==> src/rtl/vga_timing_pkg.sv <==
// Shared VGA timing constants for the 640x480@60 raster.
// Also holds the sync polarity and the coordinate width.
package vga_timing_pkg;

  // Coordinate width and the largest raster total it can address
  localparam int COORD_W     = 10;
  localparam int COORD_LIMIT = 1 << COORD_W;

  // Horizontal timing (pixels)
  localparam int DEF_H_VISIBLE = 640;
  localparam int DEF_H_FRONT   = 16;
  localparam int DEF_H_SYNC    = 96;
  localparam int DEF_H_BACK    = 48;
  localparam int DEF_H_TOTAL   = DEF_H_VISIBLE + DEF_H_FRONT + DEF_H_SYNC + DEF_H_BACK;

  // Vertical timing (lines)
  localparam int DEF_V_VISIBLE = 480;
  localparam int DEF_V_FRONT   = 10;
  localparam int DEF_V_SYNC    = 2;
  localparam int DEF_V_BACK    = 33;
  localparam int DEF_V_TOTAL   = DEF_V_VISIBLE + DEF_V_FRONT + DEF_V_SYNC + DEF_V_BACK;

  // Both sync signals are active low
  localparam logic SYNC_ACTIVE = 1'b0;
  localparam logic SYNC_IDLE   = 1'b1;

endpackage

==> src/rtl/vga_pix_tick.sv <==
// Pixel-rate divider: div_cnt counts 0..CLK_DIV-1 and wraps.
// pix_tick is high in the last system clock of each pixel period.
// With CLK_DIV=1, pix_tick is permanently high.
module vga_pix_tick #(
  parameter int CLK_DIV = 4
) (
  input  logic clk,
  input  logic reset,
  output logic pix_tick
);

  localparam int               DIV_W    = (CLK_DIV > 1) ? $clog2(CLK_DIV) : 1;
  localparam logic [DIV_W-1:0] DIV_LAST = DIV_W'(CLK_DIV - 1);

  logic [DIV_W-1:0] div_cnt;

  // Divider counter, restarting at zero after the last clock of a pixel
  always_ff @(posedge clk) begin
    if (reset) begin
      div_cnt <= '0;
    end else if (div_cnt == DIV_LAST) begin
      div_cnt <= '0;
    end else begin
      div_cnt <= div_cnt + {{(DIV_W-1){1'b0}}, 1'b1};
    end
  end

  assign pix_tick = (div_cnt == DIV_LAST);

endmodule

==> src/rtl/vga_sync_gen.sv <==
// VGA raster timing generator: pixel divider, horizontal/vertical counters,
// and registered hsync/vsync/blank that line up with pos_h/pos_v.
// Optional feature macro: VGA_SYNC_FRAME_CNT_EN adds an 8-bit frame counter port.
module vga_sync_gen
  import vga_timing_pkg::*;
#(
  parameter int CLK_DIV   = 4,
  parameter int H_VISIBLE = DEF_H_VISIBLE,
  parameter int H_FRONT   = DEF_H_FRONT,
  parameter int H_SYNC    = DEF_H_SYNC,
  parameter int H_BACK    = DEF_H_BACK,
  parameter int V_VISIBLE = DEF_V_VISIBLE,
  parameter int V_FRONT   = DEF_V_FRONT,
  parameter int V_SYNC    = DEF_V_SYNC,
  parameter int V_BACK    = DEF_V_BACK
) (
  input  logic               clk,
  input  logic               reset,
  output logic               pix_tick,
  output logic [COORD_W-1:0] pos_h,
  output logic [COORD_W-1:0] pos_v,
  output logic               hsync,
  output logic               vsync,
  output logic               blank,
  output logic               frame_end
`ifdef VGA_SYNC_FRAME_CNT_EN
  ,
  output logic [7:0]         frame_cnt
`endif
);

  localparam int H_TOTAL = H_VISIBLE + H_FRONT + H_SYNC + H_BACK;
  localparam int V_TOTAL = V_VISIBLE + V_FRONT + V_SYNC + V_BACK;

  // Raster totals must fit the coordinate width; the divider is 1..16
  if (H_TOTAL > COORD_LIMIT) begin : g_h_total_check
    $error("vga_sync_gen: H_TOTAL exceeds coordinate range");
  end
  if (V_TOTAL > COORD_LIMIT) begin : g_v_total_check
    $error("vga_sync_gen: V_TOTAL exceeds coordinate range");
  end
  if (CLK_DIV < 1 || CLK_DIV > 16) begin : g_clk_div_check
    $error("vga_sync_gen: CLK_DIV out of range 1..16");
  end

  localparam logic [COORD_W-1:0] H_LAST = COORD_W'(H_TOTAL - 1);
  localparam logic [COORD_W-1:0] V_LAST = COORD_W'(V_TOTAL - 1);

  // Decode thresholds carry one extra bit so a sync region ending exactly
  // at the coordinate limit still compares correctly.
  localparam logic [COORD_W:0] H_VIS_END    = (COORD_W+1)'(H_VISIBLE);
  localparam logic [COORD_W:0] H_SYNC_START = (COORD_W+1)'(H_VISIBLE + H_FRONT);
  localparam logic [COORD_W:0] H_SYNC_END   = (COORD_W+1)'(H_VISIBLE + H_FRONT + H_SYNC);
  localparam logic [COORD_W:0] V_VIS_END    = (COORD_W+1)'(V_VISIBLE);
  localparam logic [COORD_W:0] V_SYNC_START = (COORD_W+1)'(V_VISIBLE + V_FRONT);
  localparam logic [COORD_W:0] V_SYNC_END   = (COORD_W+1)'(V_VISIBLE + V_FRONT + V_SYNC);

  logic [COORD_W-1:0] h_next;
  logic [COORD_W-1:0] v_next;
  logic               hsync_next;
  logic               vsync_next;
  logic               blank_next;

  vga_pix_tick #(
    .CLK_DIV (CLK_DIV)
  ) u_pix_tick (
    .clk      (clk),
    .reset    (reset),
    .pix_tick (pix_tick)
  );

  // Next raster position: advance one pixel per tick, wrapping line and frame
  always_comb begin
    h_next = pos_h;
    v_next = pos_v;
    if (pix_tick) begin
      if (pos_h == H_LAST) begin
        h_next = '0;
        if (pos_v == V_LAST) begin
          v_next = '0;
        end else begin
          v_next = pos_v + {{(COORD_W-1){1'b0}}, 1'b1};
        end
      end else begin
        h_next = pos_h + {{(COORD_W-1){1'b0}}, 1'b1};
      end
    end else begin
      h_next = pos_h;
      v_next = pos_v;
    end
  end

  // Sync/blank decode from the next position so the registered outputs match the counters
  always_comb begin
    hsync_next = SYNC_IDLE;
    vsync_next = SYNC_IDLE;
    blank_next = 1'b0;
    if (({1'b0, h_next} >= H_SYNC_START) && ({1'b0, h_next} < H_SYNC_END)) begin
      hsync_next = SYNC_ACTIVE;
    end else begin
      hsync_next = SYNC_IDLE;
    end
    if (({1'b0, v_next} >= V_SYNC_START) && ({1'b0, v_next} < V_SYNC_END)) begin
      vsync_next = SYNC_ACTIVE;
    end else begin
      vsync_next = SYNC_IDLE;
    end
    if (({1'b0, h_next} >= H_VIS_END) || ({1'b0, v_next} >= V_VIS_END)) begin
      blank_next = 1'b1;
    end else begin
      blank_next = 1'b0;
    end
  end

  // Raster counters and registered sync/blank outputs
  always_ff @(posedge clk) begin
    if (reset) begin
      pos_h <= '0;
      pos_v <= '0;
      hsync <= SYNC_IDLE;
      vsync <= SYNC_IDLE;
      blank <= 1'b0;
    end else begin
      pos_h <= h_next;
      pos_v <= v_next;
      hsync <= hsync_next;
      vsync <= vsync_next;
      blank <= blank_next;
    end
  end

  assign frame_end = pix_tick && (pos_h == H_LAST) && (pos_v == V_LAST);

`ifdef VGA_SYNC_FRAME_CNT_EN
  // Frame counter, advancing once per completed frame and wrapping at 255
  always_ff @(posedge clk) begin
    if (reset) begin
      frame_cnt <= 8'd0;
    end else if (frame_end) begin
      frame_cnt <= frame_cnt + 8'd1;
    end else begin
      frame_cnt <= frame_cnt;
    end
  end
`endif

endmodule

==> config.mk <==
export PLATFORM = sky130hd
export DESIGN_NAME = vga_sync_gen
export DESIGN_NICKNAME = d
export VERILOG_FILES = /design/src/rtl/vga_timing_pkg.sv /design/src/rtl/vga_pix_tick.sv /design/src/rtl/vga_sync_gen.sv
export SDC_FILE = /design/constraint.sdc
export NUM_CORES = 1
export LEC_CHECK = 0
export CAP_MARGIN = 20
export CORE_UTILIZATION = 51
export DETAILED_ROUTE_END_ITERATION = 10
export PLACE_DENSITY = 0.83
export SLEW_MARGIN = 20
export SYNTH_ARGS = -nofsm -noshare
export SYNTH_HDL_FRONTEND = slang
export SYNTH_SLANG_ARGS = --single-unit
==> constraint.sdc <==
create_clock -name clk -period 2.7 [get_ports clk]
set_input_delay 0.27 -clock clk [delete_from_list [all_inputs] [get_ports clk]]
set_output_delay 0.27 -clock clk [all_outputs]
set_load 0.01 [all_outputs]
==> summary.txt <==
Power
  • Pwr Density: 332 nW/um2
  • Peak supply drop: 0.000280 V
  • P_leak: around 0.00054 uW

Timing
  • Setup violations, final: 0
  • PnR worst setup slack: 0.157 ns
  • Setup Skew: 0.00672 ns
  • Final Hold Viols: 0
  • WHS: 0.436 ns
  • Fmax: 393 MHz
  • RSZ-0062 raised after global routing: no
  • Rel. slew slack: 68.4%
  • Period utilisation layout: 94.2%
  • Worst slew pin tran: 0.474 ns
  • Max-slew violations: 0
  • Final worst path period need: approximately 2.5 ns
  • Setup TNS: 0 ns

Yosys
  • Synth Area per Inst: 8.60 um2
  • Area contributors post-synth: dfxtp_1, nor2_1, xnor2_1, ha_1, a21oi_1
  • Yosys warns: 0
  • Yosys cell types: 50
  • Cells after Synth: around 160
  • Post-synth ARST share: 0%
  • Post-Syn Nets: 168
  • Synth Register Bits: 25
  • Post-Syn Area: 1390 um2
  • Largest area contributor in the netlist: dfxtp_1
  • Register area share after synthesis: 35.9%
  • Top_reg_cell synth: dfxtp_1
  • Share of the synthesized area in the top cell type: a little over a third
  • Post-synth EDFFs: 0

Die
  • Core area: 2520 um2
  • Cell Rows: 18
  • DIE AREA: 2950 um2
  • Die width: roughly 54 um
  • Initial Utilization: 55.3%
  • I/O pins: 27
  • DIE HEIGHT: about 54 um

Hold path
  • Hold WC Path Type: flop to flop

Drt
  • WL final: 3130 um
  • Vias: between 1,000 and 1,500
  • Routed wl met3: 175 um
  • Vias per inst: 5.95
  • Met2 WL: 1490 um
  • Initial DRC Count: 35
  • Routed len/inst: 14.3 um
  • First-pass iteration count of the detailed router: 4
  • Drt drc: 0
  • DRT antenna net count: 0
  • Top routing layer used: met4
  • Met1 wire length: 1440 um

Outcome
  • Status: completed

Layout
  • Final Net Count: 196
  • Share of cells above drive strength 1: 10.6%
  • Layout area overhead: 23.5%
  • Antenna Diode Count: 0

Critical path
  • Worst endpoint required time: approximately 2.4 ns
  • Worst Path Max Fanout: 7
  • Critical Path AT: 2.27 ns
  • CP startpoint kind: flop
  • CP Capture Type: output pin
  • Setup slack, reg-to-reg: between 0.5 and 0.6 ns
  • CP Class: flop to output pin

Global route
  • Total Routing Usage GR: 24.7%
  • Initial antenna violation count: 0
  • Global-route wire length before repair: 5350 um
  • GR Overflow Total: 0
  • Largest net degree at the start of global routing: 16
  • Number of global-route vias before repair: 1,170

Clock tree
  • Num CTS Buffers: 3
  • # clock sinks: 25
  • CTS tree: done
  • H-tree depth: 1
  • Clock root buffer: clkbuf_4
  • CTS clk-pin slew, worst paths: 0.14 ns
  • Worst-case clock buffer depth: 2
  • Clock Latency Late Sink: 0.31 ns

Placed design
  • Number of port buffers: 26
  • RePlAce Congestion: 0.899
  • Post-DP HPWL: 2340 um
  • Post-Place Worst Slack: 0.359 ns

Flow run
  • Max-cap violations: 0
-- per-stage QoR --
stage / area, um2 / total power (uW) / std cells / util (%)
2_1_floorplan: 1390 / 401 / 162 / -
3_3_place_gp: 1690 / 412 / 215 / 67.0
3_5_place_dp: 1690 / 413 / 215 / 67.0
5_1_grt: 1720 / 597 / 219 / 68.3
6_report: 1720 / 571 / 219 / 68.3
4_1_cts: 1720 / 580 / 219 / 68.2
-- cell usage after synthesis (2+ instances only) --
cell,count
and2_1,4
nor3b_1,3
nand4_1,7
xor2_1,5
a21oi_1,9
nand2_1,10
nand3_1,7
ha_1,4
dfxtp_1,25
nand2b_1,2
clkbuf_1,3
inv_1,6
o21ai_0,4
nor3_1,8
xnor2_1,6
and3_1,2
nor2_1,19
nor4_1,3
a211oi_1,3
nand3b_1,2
-- flip-flops by register name, summed over array words and instances, names as in the netlist --
signal and flops:
u_pix_tick.div_cnt 2, pos_h 10, pos_v 10, blank 1
vsync 1, hsync 1
-- worst paths after layout --
check                     endpoint  depth (start not counted)             startpoint
min reg2reg  u_pix_tick.div_cnt[0]                          1  u_pix_tick.div_cnt[0]
min          u_pix_tick.div_cnt[0]                          1  u_pix_tick.div_cnt[0]
max                      frame_end                          5               pos_h[0]
max reg2reg                  hsync                          6  u_pix_tick.div_cnt[0]
-- report_power, final --
part | total [uW] | internal, uW | switching, uW
logic | 27.8 | 13.3 | 14.6
clock network | 166 | 57.7 | 108
registers | 377 | 374 | 3.20
total | 571 | 445 | 126
-- routing by layer --
metal | vias to the layer above | GRT usage [%]
li1 | 647 | -
met1 | 610 | 34.1
met2 | 43 | 39.6
met3 | 4 | 4.17
met4 | 0 | 5.98
met5 | - | 0
-- logic make-up (layout without fill, tap and decap cells) --
group	Yosys count	after routing	share of synthesized area (%)
buffers and inverters	12	39	3.41
adder cells (fa/ha/maj)	4	4	3.59
XOR/XNOR	11	11	6.91
AO/OA/AOI/OAI	31	31	16.5
flip-flops	25	25	35.9
AND/OR/NAND/NOR	79	79	33.7
-- critical path, cell delays in order (launching register included) --
cell and delay [ns]:
dfxtp_2 0.39, ha_1 0.22, nand2_1 0.17, or4_4 0.51
nor2_1 0.12, clkdlybuf4s50_1 0.55
-- area by class of cell --
type / count / area [um2]
inverter: 6 / 22.5
tap: 30 / 37.5
sequential: 25 / 503
clock buffer: 4 / 26.3
fill: 215 / 801
multi-input combinational: 125 / 850
timing repair buffer: 29 / 283
-- placed cells by master, fill, tap and decap left out, types with 2 or more instances in the layout --
| cell | instances |
|---|---|
| nor2_1 | 19 |
| ha_1 | 4 |
| a211oi_1 | 3 |
| o21ai_0 | 4 |
| nand3b_1 | 2 |
| nor4_1 | 3 |
| clkbuf_4 | 3 |
| and3_1 | 2 |
| dfxtp_1 | 23 |
| and2_1 | 4 |
| a21oi_1 | 9 |
| inv_1 | 6 |
| buf_4 | 3 |
| nand2_1 | 10 |
| xor2_1 | 5 |
| dfxtp_2 | 2 |
| nor3_1 | 8 |
| or4_4 | 2 |
| clkdlybuf4s50_1 | 26 |
| nand2b_1 | 2 |
| xnor2_1 | 6 |
| nand3_1 | 7 |
| nand4_1 | 7 |
| nor3b_1 | 3 |
-- what timing repair did --
item | CTS | global route
setup buffers | 0 | 0
hold endpoints to repair | 0 | 0
hold buffers | 0 | 0
gates resized for setup | 1 | 2
pin swaps | 0 | 0
gates cloned | 0 | 0
setup endpoints to repair | 1 | 1
Power figures use the tool's default switching activity.
